### src/rtl/ped_crossing_ctrl_pkg.sv
// Shared definitions for the pedestrian crossing controller: state encodings,
// the registered lamp bundle and the car-lamp legality check.
package ped_crossing_ctrl_pkg;

  localparam logic [2:0] ST_IDLE     = 3'd0;
  localparam logic [2:0] ST_REQ      = 3'd1;
  localparam logic [2:0] ST_CLEAR_IN = 3'd2;
  localparam logic [2:0] ST_WALK     = 3'd3;
  localparam logic [2:0] ST_FLASH    = 3'd4;
  localparam logic [2:0] ST_SAFE     = 3'd5;

  typedef enum logic [2:0] {
    S_IDLE     = ST_IDLE,
    S_REQ      = ST_REQ,
    S_CLEAR_IN = ST_CLEAR_IN,
    S_WALK     = ST_WALK,
    S_FLASH    = ST_FLASH,
    S_SAFE     = ST_SAFE
  } state_t;

  typedef struct packed {
    logic req;
    logic wait_lamp;
    logic walk;
    logic dontwalk;
    logic err;
  } lamps_t;

  // Exactly one of V/A/R lit, and the pedestrian-side B lamp tracks V.
  function automatic logic lamp_legal(input logic b, input logic a,
                                      input logic r, input logic v);
    logic exactly_one;
    exactly_one = (v ^ a ^ r) & ~(v & a & r);
    return exactly_one & (b == v);
  endfunction

  // Lamp pattern presented on entry to each state; FLASH starts with WALK lit.
  function automatic lamps_t lamps_of(input state_t s);
    lamps_t l;
    l = '{req: 1'b0, wait_lamp: 1'b0, walk: 1'b0, dontwalk: 1'b1, err: 1'b0};
    case (s)
      S_REQ: begin
        l.req       = 1'b1;
        l.wait_lamp = 1'b1;
      end
      S_CLEAR_IN: l.wait_lamp = 1'b1;
      S_WALK, S_FLASH: begin
        l.walk     = 1'b1;
        l.dontwalk = 1'b0;
      end
      S_SAFE: l.err = 1'b1;
      default: ;
    endcase
    return l;
  endfunction

endpackage

### src/rtl/btn_debounce.sv
// Pushbutton conditioning: 2-flop synchroniser, saturating run-length counter,
// and a one-cycle pulse on the rising edge of the debounced level.
module btn_debounce #(
  parameter int DEB_CYCLES = 4
) (
  input  logic CLK,
  input  logic RST,
  input  logic btn,
  output logic press
);

  localparam int CW = $clog2(DEB_CYCLES + 1);
  localparam logic [CW-1:0] CNT_MAX = CW'(DEB_CYCLES);

  logic          sync1_reg;
  logic          sync2_reg;
  logic [CW-1:0] cnt_reg;
  logic          level_d_reg;
  logic          level;

  assign level = (cnt_reg == CNT_MAX);
  assign press = level & ~level_d_reg;

  always_ff @(posedge CLK or negedge RST) begin
    if (!RST) begin
      sync1_reg   <= 1'b0;
      sync2_reg   <= 1'b0;
      cnt_reg     <= '0;
      level_d_reg <= 1'b0;
    end else begin
      sync1_reg   <= btn;
      sync2_reg   <= sync1_reg;
      level_d_reg <= level;
      // Any low sample restarts the run; a full run holds at the ceiling.
      if (!sync2_reg) begin
        cnt_reg <= '0;
      end else if (cnt_reg != CNT_MAX) begin
        cnt_reg <= cnt_reg + CW'(1);
      end
    end
  end

endmodule

### src/rtl/ped_crossing_ctrl.sv
// Pedestrian end of the crossing link: issues the crossing request and drives
// the pedestrian lamps from the car lamps returned by the car-light controller.
module ped_crossing_ctrl #(
  parameter int DEB_CYCLES = 4,
  parameter int FLASH_HALF = 2
) (
  input  logic CLK,
  input  logic RST,
  input  logic BTN,
  input  logic B,
  input  logic A,
  input  logic R,
  input  logic V,
  output logic T,
  output logic WAIT,
  output logic WALK,
  output logic DONTWALK,
  output logic ERR
);
  import ped_crossing_ctrl_pkg::*;

  localparam int FW = $clog2(FLASH_HALF + 1);
  localparam logic [FW-1:0] FLASH_LAST = FW'(FLASH_HALF - 1);

  state_t        state_reg;
  lamps_t        lamps_reg;
  logic [FW-1:0] flash_cnt_reg;
  logic          press;
  logic          legal;

  btn_debounce #(
    .DEB_CYCLES(DEB_CYCLES)
  ) u_deb (
    .CLK  (CLK),
    .RST  (RST),
    .btn  (BTN),
    .press(press)
  );

  assign legal = lamp_legal(B, A, R, V);

  always_ff @(posedge CLK or negedge RST) begin
    if (!RST) begin
      state_reg     <= S_IDLE;
      lamps_reg     <= lamps_of(S_IDLE);
      flash_cnt_reg <= '0;
    end else if (state_reg == S_SAFE || !legal) begin
      // An illegal pattern overrides whatever transition was due this edge.
      state_reg <= S_SAFE;
      lamps_reg <= lamps_of(S_SAFE);
    end else begin
      case (state_reg)
        S_IDLE: begin
          if (press) begin
            state_reg <= S_REQ;
            lamps_reg <= lamps_of(S_REQ);
          end
        end
        S_REQ: begin
          if (A && !V) begin
            state_reg <= S_CLEAR_IN;
            lamps_reg <= lamps_of(S_CLEAR_IN);
          end
        end
        S_CLEAR_IN: begin
          if (R) begin
            state_reg <= S_WALK;
            lamps_reg <= lamps_of(S_WALK);
          end
        end
        S_WALK: begin
          if (A) begin
            state_reg     <= S_FLASH;
            lamps_reg     <= lamps_of(S_FLASH);
            flash_cnt_reg <= '0;
          end else if (V) begin
            state_reg <= S_IDLE;
            lamps_reg <= lamps_of(S_IDLE);
          end
        end
        S_FLASH: begin
          if (V) begin
            state_reg <= S_IDLE;
            lamps_reg <= lamps_of(S_IDLE);
          end else if (flash_cnt_reg == FLASH_LAST) begin
            flash_cnt_reg  <= '0;
            lamps_reg.walk <= ~lamps_reg.walk;
          end else begin
            flash_cnt_reg <= flash_cnt_reg + FW'(1);
          end
        end
        default: begin
          state_reg <= S_SAFE;
          lamps_reg <= lamps_of(S_SAFE);
        end
      endcase
    end
  end

  assign T        = lamps_reg.req;
  assign WAIT     = lamps_reg.wait_lamp;
  assign WALK     = lamps_reg.walk;
  assign DONTWALK = lamps_reg.dontwalk;
  assign ERR      = lamps_reg.err;

endmodule

### config.mk
export PLATFORM = sky130hd
export DESIGN_NAME = ped_crossing_ctrl
export DESIGN_NICKNAME = d
export VERILOG_FILES = /design/src/rtl/ped_crossing_ctrl_pkg.sv /design/src/rtl/btn_debounce.sv /design/src/rtl/ped_crossing_ctrl.sv
export SDC_FILE = /design/constraint.sdc
export NUM_CORES = 1
export LEC_CHECK = 0
export CORE_MARGIN = 2
export CORE_UTILIZATION = 40
export DETAILED_ROUTE_END_ITERATION = 12
export PLACE_DENSITY = 0.62
export SLEW_MARGIN = 5
export SYNTH_ARGS = -nofsm -noshare
export SYNTH_HDL_FRONTEND = slang
export SYNTH_SLANG_ARGS = --single-unit
### constraint.sdc
create_clock -name CLK -period 1.5 [get_ports CLK]
set_clock_uncertainty 0.1 [all_clocks]
set_input_delay 0.225 -clock CLK [delete_from_list [all_inputs] [get_ports CLK]]
set_output_delay 0.225 -clock CLK [all_outputs]
set_load 0.02 [all_outputs]
After elaboration in Yosys (flattened, before gate mapping)
Index checks and enable logic that the tools add are counted.
{"block": "totals", "reg_bits": 16, "latch_bits": 0, "mem_bits_rw": 0, "mem_bits_ro": 0, "input_bits": 7, "output_inout_bits": 5, "word_cells": 76, "mem_count": 0}
{"block": "classes", "addsub": 2, "mul": 0, "n_div": 0, "order_cmp": 0, "eq_ne": 18, "shifts": 0, "muxes": 24, "n_bitwise": 11, "n_reduce_logical": 10}
{"cell": "5-bit 2-to-1 mux", "count": 6}
{"cell": "5-bit case mux with 5 select lines", "count": 1}
{"cell": "3-bit 2-to-1 mux", "count": 8}
{"cell": "3-bit inequality test, second input constant", "count": 5}
{"cell": "3-bit case mux with 5 select lines", "count": 1}
{"cell": "2-bit 2-to-1 mux", "count": 5}
{"cell": "5-bit AND reduction", "count": 2}
{"cell": "3-bit == test, second input constant", "count": 3}
{"cell": "4-bit inequality test, second input constant", "count": 2}
{"cell": "3-bit by 2-bit == test with 1-bit output, second input constant", "count": 2}
{"cell": "2-bit inequality test, second input constant", "count": 3}
{"cell": "1-bit AND", "count": 5}
{"cell": "1-bit inverter", "count": 4}
{"cell": "2-bit case mux with 2 select lines", "count": 1}
{"cell": "4-bit AND reduction", "count": 1}
{"cell": "3-bit by 1-bit adder with 3-bit output, second input constant", "count": 1}
{"cell": "3-bit by 1-bit == test with 1-bit output, second input constant", "count": 1}
{"cell": "3-bit zero test", "count": 1}
{"cell": "3-bit AND reduction", "count": 1}
{"cell": "2-bit by 1-bit adder with 2-bit output, second input constant", "count": 1}
{"cell": "2-bit by 1-bit == test with 1-bit output, second input constant", "count": 1}
{"cell": "1-bit zero test", "count": 2}
{"cell": "1-bit 2-to-1 mux", "count": 2}
{"cell": "2-bit nonzero test", "count": 1}
{"cell": "4 further kinds", "count": 5}

Longest topological paths before layout
{"block": "depth", "ltp_word": 9, "mapped_depth": 7, "ltp_nobuf": 6}

By module
A second synthesis with hierarchy kept.
{"block": "hier_totals", "cells_unflattened": 109, "area_unflattened_um2": 1022.2}
{"module": "ped_crossing_ctrl", "instances": 1, "cells_each": 88, "area_each_um2": 775.7, "seq_area_each_um2": 251.5}
{"module": "btn_debounce", "instances": 1, "cells_each": 21, "area_each_um2": 246.5, "seq_area_each_um2": 150.1}

Worst setup path before layout
OpenSTA, ideal clock, no wires.
{"block": "synth_path", "kind": "register to register", "from": "reg u_deb.cnt_reg[0]", "to": "reg lamps_reg, in the netlist ERR", "setup_ps": 126, "t_arrival_ps": 1389, "required_time_ps": 1274, "slack_ps": -115, "stages_incl_launch_ff": 7, "path_buffers": 0, "period_less_slack_ps": 1615, "cell_sequence": "dfrtp_1 inv_1 ha_1 nor4bb_2 o22a_2 nand3b_2 a221o_1"}
{"block": "synth_between", "elab_chain_cells": 4}
{"element": "start, declared", "line_no": "btn_debounce.sv:17", "rtl": "logic [CW-1:0] cnt_reg;"}
{"element": "start signal, assigned", "line_no": "btn_debounce.sv:38", "rtl": "cnt_reg <= cnt_reg + CW'(1);"}
{"element": "3-bit == test", "line_no": "btn_debounce.sv:21", "rtl": "assign level = (cnt_reg == CNT_MAX);"}
{"element": "1-bit AND", "line_no": "btn_debounce.sv:22", "rtl": "assign press = level & ~level_d_reg;"}
{"element": "3-bit inequality test (no line)"}
{"element": "5-bit AND reduction (no line)"}
{"element": "end signal, assigned", "line_no": "ped_crossing_ctrl.sv:45", "rtl": "lamps_reg <= lamps_of(S_IDLE);"}
{"element": "end signal, assigned", "line_no": "ped_crossing_ctrl.sv:50", "rtl": "lamps_reg <= lamps_of(S_SAFE);"}
{"element": "end signal, assigned", "line_no": "ped_crossing_ctrl.sv:56", "rtl": "lamps_reg <= lamps_of(S_REQ);"}
{"element": "end, declared", "line_no": "ped_crossing_ctrl.sv:26", "rtl": "lamps_t lamps_reg;"}
Every way passes these cells.
A chain may end at the register's enable or synchronous reset.

Worst setup path in the final report
{"block": "layout_path", "from": "reg u_deb.cnt_reg[1]", "to": "reg lamps_reg, in the netlist ERR"}
The elaborated chain is that of the path after synthesis.

==> results.cfg <==
[final_layout]
fillers = 190
layout.nets = 144
drive_gt1_frac = 0.389
diodes = 0
design_area_sq_mm = 0.00139
synthToLayoutAreaGrowth_pct = 50.3
final_cell_count_no_fill = 159

[synthesis]
syn-cell-area_sq_um = 927
yosys-top-cells-count = dfrtp_1 (15), inv_1 (9), nor2_1 (6), a21oi_1 (5), ha_1 (5)
synth_fp_nets = 106
synth_area_leaders = dfrtp_1 (40%), ha_1 (6.7%), inv_1 (3.6%)
netlist_instances = 94
yosysWarnings = 0
synth_area_leader_cell = dfrtp_1
synth_cell_type_count = 37
yosysMostFrequentCell = dfrtp_1
synth_top_area_frac = 0.405
synthArstFlopShare = 1.00
synth_edf_count = 0
syn_area_per_cell_sq_um = 9.86
yosysSeqAreaShare = 0.433
ys_ff_latch = 16
ys.flop_type = dfrtp_1

[global_routing]
gr-total-overflow = 0
grt_pass1_vias = 870
grt_first_pass_wirelength_microns = 3860
grt_max_degree = 17
antenna_found_initial = 0
grt_use_total = 0.197

[clocking]
clk_path_buf_depth = 2
cts_sinks = 16
cts_inserted_buffers = 3
cts_root_buffer = clkbuf_4
htree_levels = 1
clk_latency_ps = 290
path_clk_slew_ps = 100
cts_tree = done

[routing]
finalWirelength_microns = 2320
drc = 0
antenna_left = 0
dr.pass1.iters = 4
vias = 866
routedWlPerCell_microns = 14.6
drtIter0Drc = 11
viasPerCell = 5.45

[floorplan]
coreArea_sq_mm = 0.00221
ioPinCount = 12
die_h_microns = 52.1
dieArea_sq_mm = 0.00272
num_rows = 17
start_util = 0.419
die_x_microns = 52.1

[critical_path]
cp.arrival_ps = 1750
worstPathMaxFanout = 3
endpoint_kind = register
cp-start-kind = register
worstSetupPathType = reg -> reg
required_ps = 1580

[timing]
finalSetupViolCount = 8
slew_headroom = 0.773
worstMarginPinSlew_ps = 338
rsz0062_at_grt = true
period_share = 1.12
layout_setup_ws_ps = -177
hold_viol_final = 0
slew_viol_final = 0
fmax_ghz = 0.596
holdWs_ps = 139
fin_crit_ps = 1680

[placement]
port_buffers = 11
post-place-ws_ps = -712
dp_hpwl_microns = 1570
place_area_sq_mm = 0.00122
place_congestion = 0.826
dp_cells = 150

[power_and_ir_drop]
p_per_area_mw_per_mm2 = 681
ir_drop_mv = 0.523
p_leak_uw = 0.000623

[worst_hold_path]
hp-class = in -> async

[flow_run]
max-cap-violations = 0

[run_status]
outcome = finished, violations left
violations = setup timing
metrics by stage:
step / total power [uW] / TNS (ps) / utilization
after floorplan: 537 / -222 / -
after global placement: 620 / -5790 / 0.553
after detailed placement: 628 / -5960 / 0.553
after CTS: 947 / -866 / 0.611
after global routing: 992 / -1400 / 0.630
final: 950 / -716 / 0.630
placed cells by master, fill, tap and decap left out, types with 2 or more instances in the layout:
| cell | synthesis | layout |
|---|---|---|
| a211o_1 | 3 | 3 |
| a21oi_1 | 5 | 4 |
| a221o_1 | 2 | 2 |
| a31oi_1 | 2 | 2 |
| and3_1 | 2 | 2 |
| buf_4 | 0 | 24 |
| buf_6 | 0 | 2 |
| clkbuf_4 | 0 | 3 |
| clkdlybuf4s15_1 | 0 | 2 |
| clkdlybuf4s50_1 | 0 | 4 |
| dfrtp_1 | 15 | 14 |
| dlygate4sd2_1 | 0 | 4 |
| ha_1 | 5 | 3 |
| ha_2 | 0 | 2 |
| inv_1 | 9 | 9 |
| nand2_1 | 4 | 4 |
| nand2b_1 | 3 | 3 |
| nor2_1 | 6 | 5 |
| nor4_2 | 0 | 2 |
| o21a_1 | 2 | 2 |
| o21ai_0 | 4 | 4 |
| xnor2_1 | 2 | 2 |
path summary, 6_finish.rpt:
path,startpoint,endpoint,slack [ps],cells past startpoint
min,RST,state_reg[2],140,2
max,u_deb.cnt_reg[1],ERR,-180,6
max reg2reg,u_deb.cnt_reg[1],ERR,-180,6
min reg2reg,u_deb.sync1_reg,u_deb.sync2_reg,270,0
min in group CLK,BTN,u_deb.sync1_reg,260,1
max in group asynchronous,RST,DONTWALK,920,2
kinds of logic (layout without fill, tap and decap cells):
group / count (synthesis) / in the layout / share of synthesized area
DFF: 16 / 16 / 0.433
AOI/OAI and AO/OA: 28 / 28 / 0.209
muxes: 1 / 1 / 0.0121
buffers and inverters: 13 / 50 / 0.0553
and+or+nand+nor: 29 / 29 / 0.204
adders and majority gates: 5 / 5 / 0.0675
xor gates and xnor gates: 2 / 2 / 0.0189
critical path: stages (launching register included):
cell	delay, ps
dfrtp_1	390
inv_1	60
ha_2	170
nor4bb_4	240
o22a_4	210
nand3b_4	90
a221o_1	310
where the power goes:
part | switching [uW] | total (uW) | internal, uW
clock | 139 | 287 | 148
combinational | 89.6 | 207 | 118
sequential | 9.01 | 455 | 446
total | 238 | 950 | 712
routing by layer:
layer | global-route usage | vias to the layer above | part of all wire
met4 | 0.0897 | 0 | 0.015
met5 | 0 | - | 0
met2 | 0.312 | 18 | 0.47
li1 | - | 417 | -
met3 | 0.0201 | 4 | 0.032
met1 | 0.273 | 427 | 0.48
area by class of cell:
cell class,count,area (sq um),share of cell area
tap,28,35.0,0.0251
sequential,16,403,0.289
timing repair buffer,37,309,0.222
clock buffer,4,36.3,0.0260
inverter,9,33.8,0.0242
multi-input combinational,65,577,0.414
repair_timing:
item	CTS	global route
resized for setup	26	8
buffers inserted	5	0
pin swaps	10	5
hold buffers	0	0
setup endpoints to repair	15	12
No activity file was read; power rests on OpenSTA's default activity.
